### config.mk
export PLATFORM = sky130hd
export DESIGN_NAME = shift_sequencer
export DESIGN_NICKNAME = d
export VERILOG_FILES = /design/src/rtl/shift_seq_pkg.sv /design/src/rtl/shift_sequencer.sv
export SDC_FILE = /design/constraint.sdc
export NUM_CORES = 1
export LEC_CHECK = 0
export BUFFER_PORTS_ARGS = -buffer_cell sky130_fd_sc_hd__buf_4
export CAP_MARGIN = 20
export CORE_UTILIZATION = 30
export DETAILED_ROUTE_END_ITERATION = 6
export GPL_TIMING_DRIVEN = 0
export RECOVER_POWER = 100
export SYNTH_ARGS = -nofsm -noshare
export SYNTH_HDL_FRONTEND = slang
export SYNTH_SLANG_ARGS = --single-unit
### constraint.sdc
create_clock -name clk -period 4 [get_ports clk]
set_clock_uncertainty 0.15 [all_clocks]
set_input_delay 0.8 -clock clk [delete_from_list [all_inputs] [get_ports clk]]
set_output_delay 0.8 -clock clk [all_outputs]
set_load 0.02 [all_outputs]
### src/rtl/shift_seq_pkg.sv
// Shared types and operand-2 classification for the shift sequencer.
package shift_seq_pkg;

  typedef enum logic [2:0] {
    IDLE,
    RS_REQ,
    RS_DATA,
    EXEC,
    DONE
  } state_t;

  typedef enum logic [1:0] {
    IMM,
    SHIMM,
    REG
  } op2_kind_t;

  localparam int unsigned RS_FIELD_LSB = 8;
  localparam int unsigned INSTR_W      = 26;

  // Bit 25 marks an immediate operand; otherwise bit 4 selects a register-specified shift.
  function automatic op2_kind_t classify(input logic [25:0] instr);
    if (instr[25]) begin
      return IMM;
    end else if (instr[4]) begin
      return REG;
    end else begin
      return SHIMM;
    end
  endfunction

endpackage

### src/rtl/shift_sequencer.sv
// Schedules operand delivery to the barrel shifter: fetches Rs over a shared read port when
// needed, drives the shifter, and holds its result until the execute stage takes it.
module shift_sequencer
  import shift_seq_pkg::*;
#(
  parameter int unsigned DATA_W  = 32,
  parameter int unsigned RADDR_W = 4
) (
  input  logic               clk,
  input  logic               reset_n,
  input  logic               flush,
  input  logic               in_valid,
  output logic               in_ready,
  input  logic [INSTR_W-1:0] in_instr,
  input  logic [DATA_W-1:0]  in_rm,
  output logic               rs_req,
  output logic [RADDR_W-1:0] rs_addr,
  input  logic               rs_gnt,
  input  logic [DATA_W-1:0]  rs_data,
  output logic [INSTR_W-1:0] sh_instr,
  output logic [DATA_W-1:0]  sh_rm,
  output logic [DATA_W-1:0]  sh_rs,
  input  logic [DATA_W-1:0]  sh_rd,
  input  logic [3:0]         sh_flags,
  output logic               out_valid,
  input  logic               out_ready,
  output logic [DATA_W-1:0]  out_result,
  output logic [3:0]         out_flags,
  output logic               busy
);

  state_t             state_q, state_d;
  logic [INSTR_W-1:0] instr_q;
  logic [DATA_W-1:0]  rm_q;
  logic [DATA_W-1:0]  rs_q;
  logic [DATA_W-1:0]  result_q;
  logic [3:0]         flags_q;

  logic      accept;
  logic      cap_rs;
  logic      cap_res;
  op2_kind_t in_kind;

  assign in_kind = classify(in_instr);

  always_comb begin
    state_d = state_q;
    accept  = 1'b0;
    cap_rs  = 1'b0;
    cap_res = 1'b0;
    case (state_q)
      IDLE:    accept = in_valid;
      RS_REQ:  if (rs_gnt) state_d = RS_DATA;
      RS_DATA: begin
        cap_rs  = 1'b1;
        state_d = EXEC;
      end
      EXEC: begin
        cap_res = 1'b1;
        state_d = DONE;
      end
      DONE: begin
        if (out_ready) begin
          state_d = IDLE;
          accept  = in_valid;
        end
      end
      default: state_d = IDLE;
    endcase
    if (accept) begin
      state_d = (in_kind == REG) ? RS_REQ : EXEC;
    end
    // Abort wins over everything, including a grant arriving this cycle.
    if (flush) begin
      state_d = IDLE;
      accept  = 1'b0;
      cap_rs  = 1'b0;
      cap_res = 1'b0;
    end
  end

  always_ff @(posedge clk or negedge reset_n) begin
    if (!reset_n) begin
      state_q  <= IDLE;
      instr_q  <= '0;
      rm_q     <= '0;
      rs_q     <= '0;
      result_q <= '0;
      flags_q  <= '0;
    end else begin
      state_q <= state_d;
      if (accept) begin
        instr_q <= in_instr;
        rm_q    <= in_rm;
        rs_q    <= '0;
      end
      if (cap_rs) begin
        rs_q <= rs_data;
      end
      if (cap_res) begin
        result_q <= sh_rd;
        flags_q  <= sh_flags;
      end
    end
  end

  assign in_ready   = ~flush & ((state_q == IDLE) | ((state_q == DONE) & out_ready));
  assign busy       = (state_q != IDLE);
  // Moore request, never a function of rs_gnt.
  assign rs_req     = (state_q == RS_REQ) & ~flush;
  assign rs_addr    = instr_q[RS_FIELD_LSB +: RADDR_W];
  assign sh_instr   = instr_q;
  assign sh_rm      = rm_q;
  assign sh_rs      = rs_q;
  assign out_valid  = (state_q == DONE);
  assign out_result = result_q;
  assign out_flags  = flags_q;

endmodule
# After elaboration in Yosys (flattened, before gate mapping)
# Cells that the tools add are included.
# op_classes
n_reduce_logical	4
mux	17
eq_ne	8
n_bitwise	5
# op_table
cell	count
$mux W32	2
$pmux W3 S5	1
$mux W3	4
$eq A3 B2 Y1 const B	2
$mux W1	6
$mux W2	3
$ne A4 B2 Y1 const B	1
$ne A4 B4 Y1 const B	1
$and A1 B1 Y1	3
$eq A3 B1 Y1 const B	1
$eq A3 B3 Y1 const B	1
$logic_not A3 Y1	1
$ne A3 B3 Y1 const B	1
$reduce_and A3 Y1	1
$reduce_bool A3 Y1	1
$eq A2 B2 Y1 const B	1
$pmux W1 S2	1
$reduce_bool A2 Y1	1
$not A1 Y1	1
$or A1 B1 Y1	1
# word_totals
output_inout_bits	134
register_bits	129
word_cells	40
inputBits	132

# Logic depth before layout (Yosys ltp)
# depth
word_depth	6
depth_mapped	7
mapped_depth_nobuf	3

# Worst setup path after synthesis
# OpenSTA, ideal clock, no wires.
# synth_timing
path_kind	input port to output port
startpoint	in flush
endpoint	out rs_req
path_stages	2
arrival_time_ns	1.834
slack_ns	1.216
required_ns	3.050
cell_sequence	buf_6 -> nor4b_1
# synth_between
elab_chain_len	2
# synth_lines
element	line_no	rtl
from (decl)	shift_sequencer.sv:11	input logic flush,
$not A1 Y1	shift_sequencer.sv:110	assign rs_req = (state_q == RS_REQ) & ~flush;
$and A1 B1 Y1	shift_sequencer.sv:110	
to (decl)	shift_sequencer.sv:16	output logic rs_req,
# No other way between the ends.

# Final worst setup path
# layout_timing
startpoint	reg state_q[1]
endpoint	reg rm_q[24], in the netlist sh_rm[24]
# layout_between
elab_chain_len	3
word_cells_on_any_way	4
classes_between	eq/ne (1); mux (2); reduce/logical (1)
# layout_lines
element	line_no	rtl
from (decl)	shift_sequencer.sv:32	state_t state_q, state_d;
from (signal assigned)	shift_sequencer.sv:91	state_q <= state_d;
$eq A3 B3 Y1 / $logic_not A3 Y1 (equally long branches)	shift_sequencer.sv:51	case (state_q)
$pmux W1 S2 (*)	shift_sequencer.sv:51	
$mux W1 (*)	shift_sequencer.sv:74	if (flush) begin
to (signal assigned)	shift_sequencer.sv:94	rm_q <= in_rm;
to (decl)	shift_sequencer.sv:34	logic [DATA_W-1:0] rm_q;
# Mark *: on every way between the ends. The rest lies on a longest branch, timed or not.
# A chain may end at the register's enable or synchronous reset.

==> impl_metrics.csv <==
group,metric,value,unit
worst_hold_path,whs_endpoint,"sh_rm[28]$_DFFE_PN0P_",
global_route,grt_overflow,0,
floorplanning,core,16600,sq um
clock_network,cts-root-buf,"clkbuf_16",
logic_synthesis,netlist-cell-type-count,29,
logic_synthesis,synth_fa_ha_area_frac,0,
power_and_ir_drop,seqPwrFrac,0.359,
logic_synthesis,postSynthCellCount,372,
worst_setup_path,crit_type,"reg2reg",
sta,setup_viol,0,
clock_network,h-tree-depth,4,
placement,dp.cells,857,
logic_synthesis,yosys_warnings,0,
finish,nFillCells,1698,
clock_network,clk_latency,0.40,ns
clock_network,clockBufferDepth,2,
finish,layout-drive-gt1-share,0.379,
worst_setup_path,cp_max_fo,10,
sta,max_freq,340,MHz
route,post-route-drc-count,0,
route,firstDrtPassIters,4,
logic_synthesis,synth-seq-cells,129,
worst_setup_path,cp.arrival,3.07,ns
worst_setup_path,r2r_setup_slack,1.06,ns
route,antenna_left,0,
placement,placed_area,7410,sq um
finish,finalNonFillerCells,888,
logic_synthesis,synthMuxAreaShare,0.211,
clock_network,clock_sinks,129,
logic_synthesis,synth_area,5130,sq um
power_and_ir_drop,p_switching,0.00249,W
worst_setup_path,cpLargestDelayFamily,"buffers and inverters",
finish,postLayoutCellArea,7410,sq um
outcome,outcome,"complete, but fails checks",
sta,relSlewSlack,-0.239,
clock_network,cts_resized,0,
worst_setup_path,critPathCaptureType,"flip-flop",
flow_run,drv_cap,1,
clock_network,post-cts-setup-buffers,0,
route,drtIter0Drc,125,
power_and_ir_drop,p_int,0.00387,W
logic_synthesis,yosys.area_share.simple,0.0747,
floorplanning,die-area,17600,sq um
sta,worst_pin_slew,1.86,ns
finish,finish.utilization,0.445,
global_route,grt_usage,0.157,
sta,fin_crit_sh,0.735,
worst_setup_path,reg2reg_depth,7,
route,drt-vias-per-instance,4.43,
worst_hold_path,whs_path_depth,1,
worst_setup_path,r2r-end,"sh_rm[24]$_DFFE_PN0P_",
logic_synthesis,yosysSeqAreaShare,0.630,
global_route,grt_start_max_net_pins,73,
worst_setup_path,crit_slowest_cell,"clkbuf_1",
global_route,antenna_found_initial,0,
floorplanning,row_count,47,
sta,fin_tns_setup,0,ns
power_and_ir_drop,cellLeakagePower,3.34,nW
worst_hold_path,hp-start,"sh_rm[28]$_DFFE_PN0P_",
clock_network,cts.reportedPaths.clkPinSlew,0.06,ns
placement,dp_hpwl,10.1,mm
logic_synthesis,synth-compound-area-share,0.0369,
worst_setup_path,rr_startpoint,"state_q[1]$_DFFE_PN0P_",
floorplanning,start_util,0.308,
worst_setup_path,worstPathCellList,"clkbuf_1, nor3_1, and3_1, clkbuf_1, clkbuf_1, buf_6, mux2_1",
power_and_ir_drop,clkPwrFrac,0.246,
global_route,grt_first_pass_wirelength,21.6,mm
worst_setup_path,cpPeakStageDelay,0.57,ns
placement,place_congestion,0.747,
placement,port_buffers,264,
finish,fin_nets,788,
power_and_ir_drop,p_per_area,858,nW/um^2
worst_setup_path,start_kind,"flip-flop",
power_and_ir_drop,combPwrFrac,0.395,
clock_network,cts_tree,"done",
clock_network,ctsHoldBuffers,0,
route,routed_wirelength,13.3,mm
worst_setup_path,crit_top_cell,"clkbuf_1",
outcome,violations,"max-capacitance violations, max-slew violations",
floorplanning,ioPinCount,266,
power_and_ir_drop,switching_share,0.392,
sta,drv_slew,72,
worst_setup_path,cp_num_buf_inv,4,
finish,areaGrowthSynthToFinish,44.6,%
route,detail_route.wl_per_cell,14.9,um
floorplanning,die_h,133,um
global_route,grt_pass1_vias,4241,
finish,antennaDiodeCount,0,
worst_setup_path,required,4.13,ns
logic_synthesis,synth_xor_area_frac,0.00171,
floorplanning,die_w,133,um
logic_synthesis,syn_nets,504,
worst_hold_path,hold_class,"reg2reg",
sta,rsz0062_at_grt,"false",
sta,finalHoldViolCount,0,
power_and_ir_drop,peakVddDrop,0.294,mV
clock_network,numCtsBuffers,17,
route,vias,3930,
logic_synthesis,syn_avg_cell_area,13.8,sq um
sta,min_period,2.94,ns
logic_synthesis,synth_top_family_by_area,"multiplexers",
Yosys cell counts:
cell type / number / area (sq um)
and2_1: 2 / 12.5
buf_2: 4 / 20.0
nor3_4: 2 / 32.5
and3_1: 1 / 6.26
mux2_4: 6 / 90.1
nand2b_1: 2 / 12.5
nand4_1: 1 / 6.26
a222oi_1: 1 / 10.0
buf_6: 6 / 67.6
nor4b_1: 1 / 8.76
buf_4: 12 / 90.1
o21ai_1: 2 / 10.0
nor2_1: 2 / 7.51
a2bb2oi_1: 1 / 8.76
nand3_1: 1 / 5.00
or3_1: 2 / 12.5
mux2_2: 75 / 845
xnor2_1: 1 / 8.76
inv_1: 1 / 3.75
dfrtp_1: 129 / 3230
buf_12: 2 / 40.0
a21oi_1: 1 / 5.00
or4b_1: 1 / 10.0
o21ai_0: 31 / 155
nand2_1: 66 / 248
clkbuf_1: 4 / 15.0
nor4b_2: 1 / 15.0
mux2_1: 13 / 146
nor2b_1: 1 / 6.26
metrics by stage:
step	hold slack, ns	setup WS (ns)	total power, W
2_1_floorplan	0.354	1.22	0.00402
5_1_grt	0.353	0.827	0.00674
3_3_place_gp	0.323	1.41	0.00542
3_5_place_dp	0.330	1.38	0.00549
6_report	0.333	1.06	0.00636
4_1_cts	0.271	1.27	0.00709
layout make-up:
| cell class | count | area, sq um | area share |
|---|---|---|---|
| flip-flops and latches | 129 | 3230 | 0.436 |
| clock inverters | 10 | 134 | 0.0181 |
| plain buffers | 28 | 185 | 0.0250 |
| repair buffers | 265 | 1510 | 0.204 |
| inverters | 1 | 3.75 | 0.000506 |
| clock buffers | 21 | 460 | 0.0621 |
| well taps | 220 | 275 | 0.0371 |
| multi-input cells | 214 | 1610 | 0.218 |
placed cells by master (no fill, tap or decap), drive strengths merged:
cell      count
clkbuf      167
buf         147
dfrtp       129
mux2         94
nand2        66
o21ai        33
clkinv        4
bufinv        3
nor2          2
and2          2
or3           2
nor4b         2
nand2b        2
nor3          2
clkinvlp      2
inv           2
and3          1
or4b          1
nand3         1
a21oi         1
nand4         1
xnor2         1
a222oi        1
nor2b         1
a2bb2oi       1
state kept, by name, indices dropped and copies added, names as in the netlist:
register	count
sh_rm	32
out_result	32
state_q	3
sh_rs	32
sh_instr	26
out_flags	4
power by group through the flow:
stage               registers [W]  logic [W]  clock network, W
floorplan                 0.00308   0.000934                 0
global placement          0.00230    0.00312                 0
detailed placement        0.00232    0.00317                 0
CTS                       0.00231    0.00317           0.00161
global route              0.00237    0.00271           0.00166
finish                    0.00228    0.00251           0.00156
cell families after synthesis:
kind of cell           Yosys count
AO/OA/AOI/OAI                   36
XOR/XNOR                         1
buffers and inverters           29
multiplexers                    94
AND/OR/NAND/NOR                 83
flip-flops                     129
worst reg2reg max path: stages (launching register included):
cell and delay, ns:
dfrtp_1 0.35, clkbuf_1 0.18, nor3_1 0.38, and3_1 0.21
clkbuf_1 0.40, clkbuf_1 0.57, buf_6 0.24, mux2_1 0.33
worst max path at each step:
stage                           startpoint                     to  slack, ns  cells after the start
global route        state_q[1]$_DFFE_PN0P_  sh_rm[27]$_DFFE_PN0P_       0.83                      7
CTS                 state_q[2]$_DFFE_PN0P_                 rs_req       1.27                      3
detailed placement                   flush                 rs_req       1.38                      3
global placement                     flush                 rs_req       1.41                      3
finish              state_q[1]$_DFFE_PN0P_  sh_rm[24]$_DFFE_PN0P_       1.06                      7
floorplan                            flush                 rs_req       1.22                      2
per-layer routing:
layer	wire (um)	vias up	part of all wire	track usage
li1	-	1839	-	-
met1	5460	1908	0.41	0.182
met2	6600	167	0.50	0.264
met3	985	16	0.074	0.0521
met4	223	0	0.017	0.0690
met5	0	-	0	0
Power figures use the tool's default switching activity.
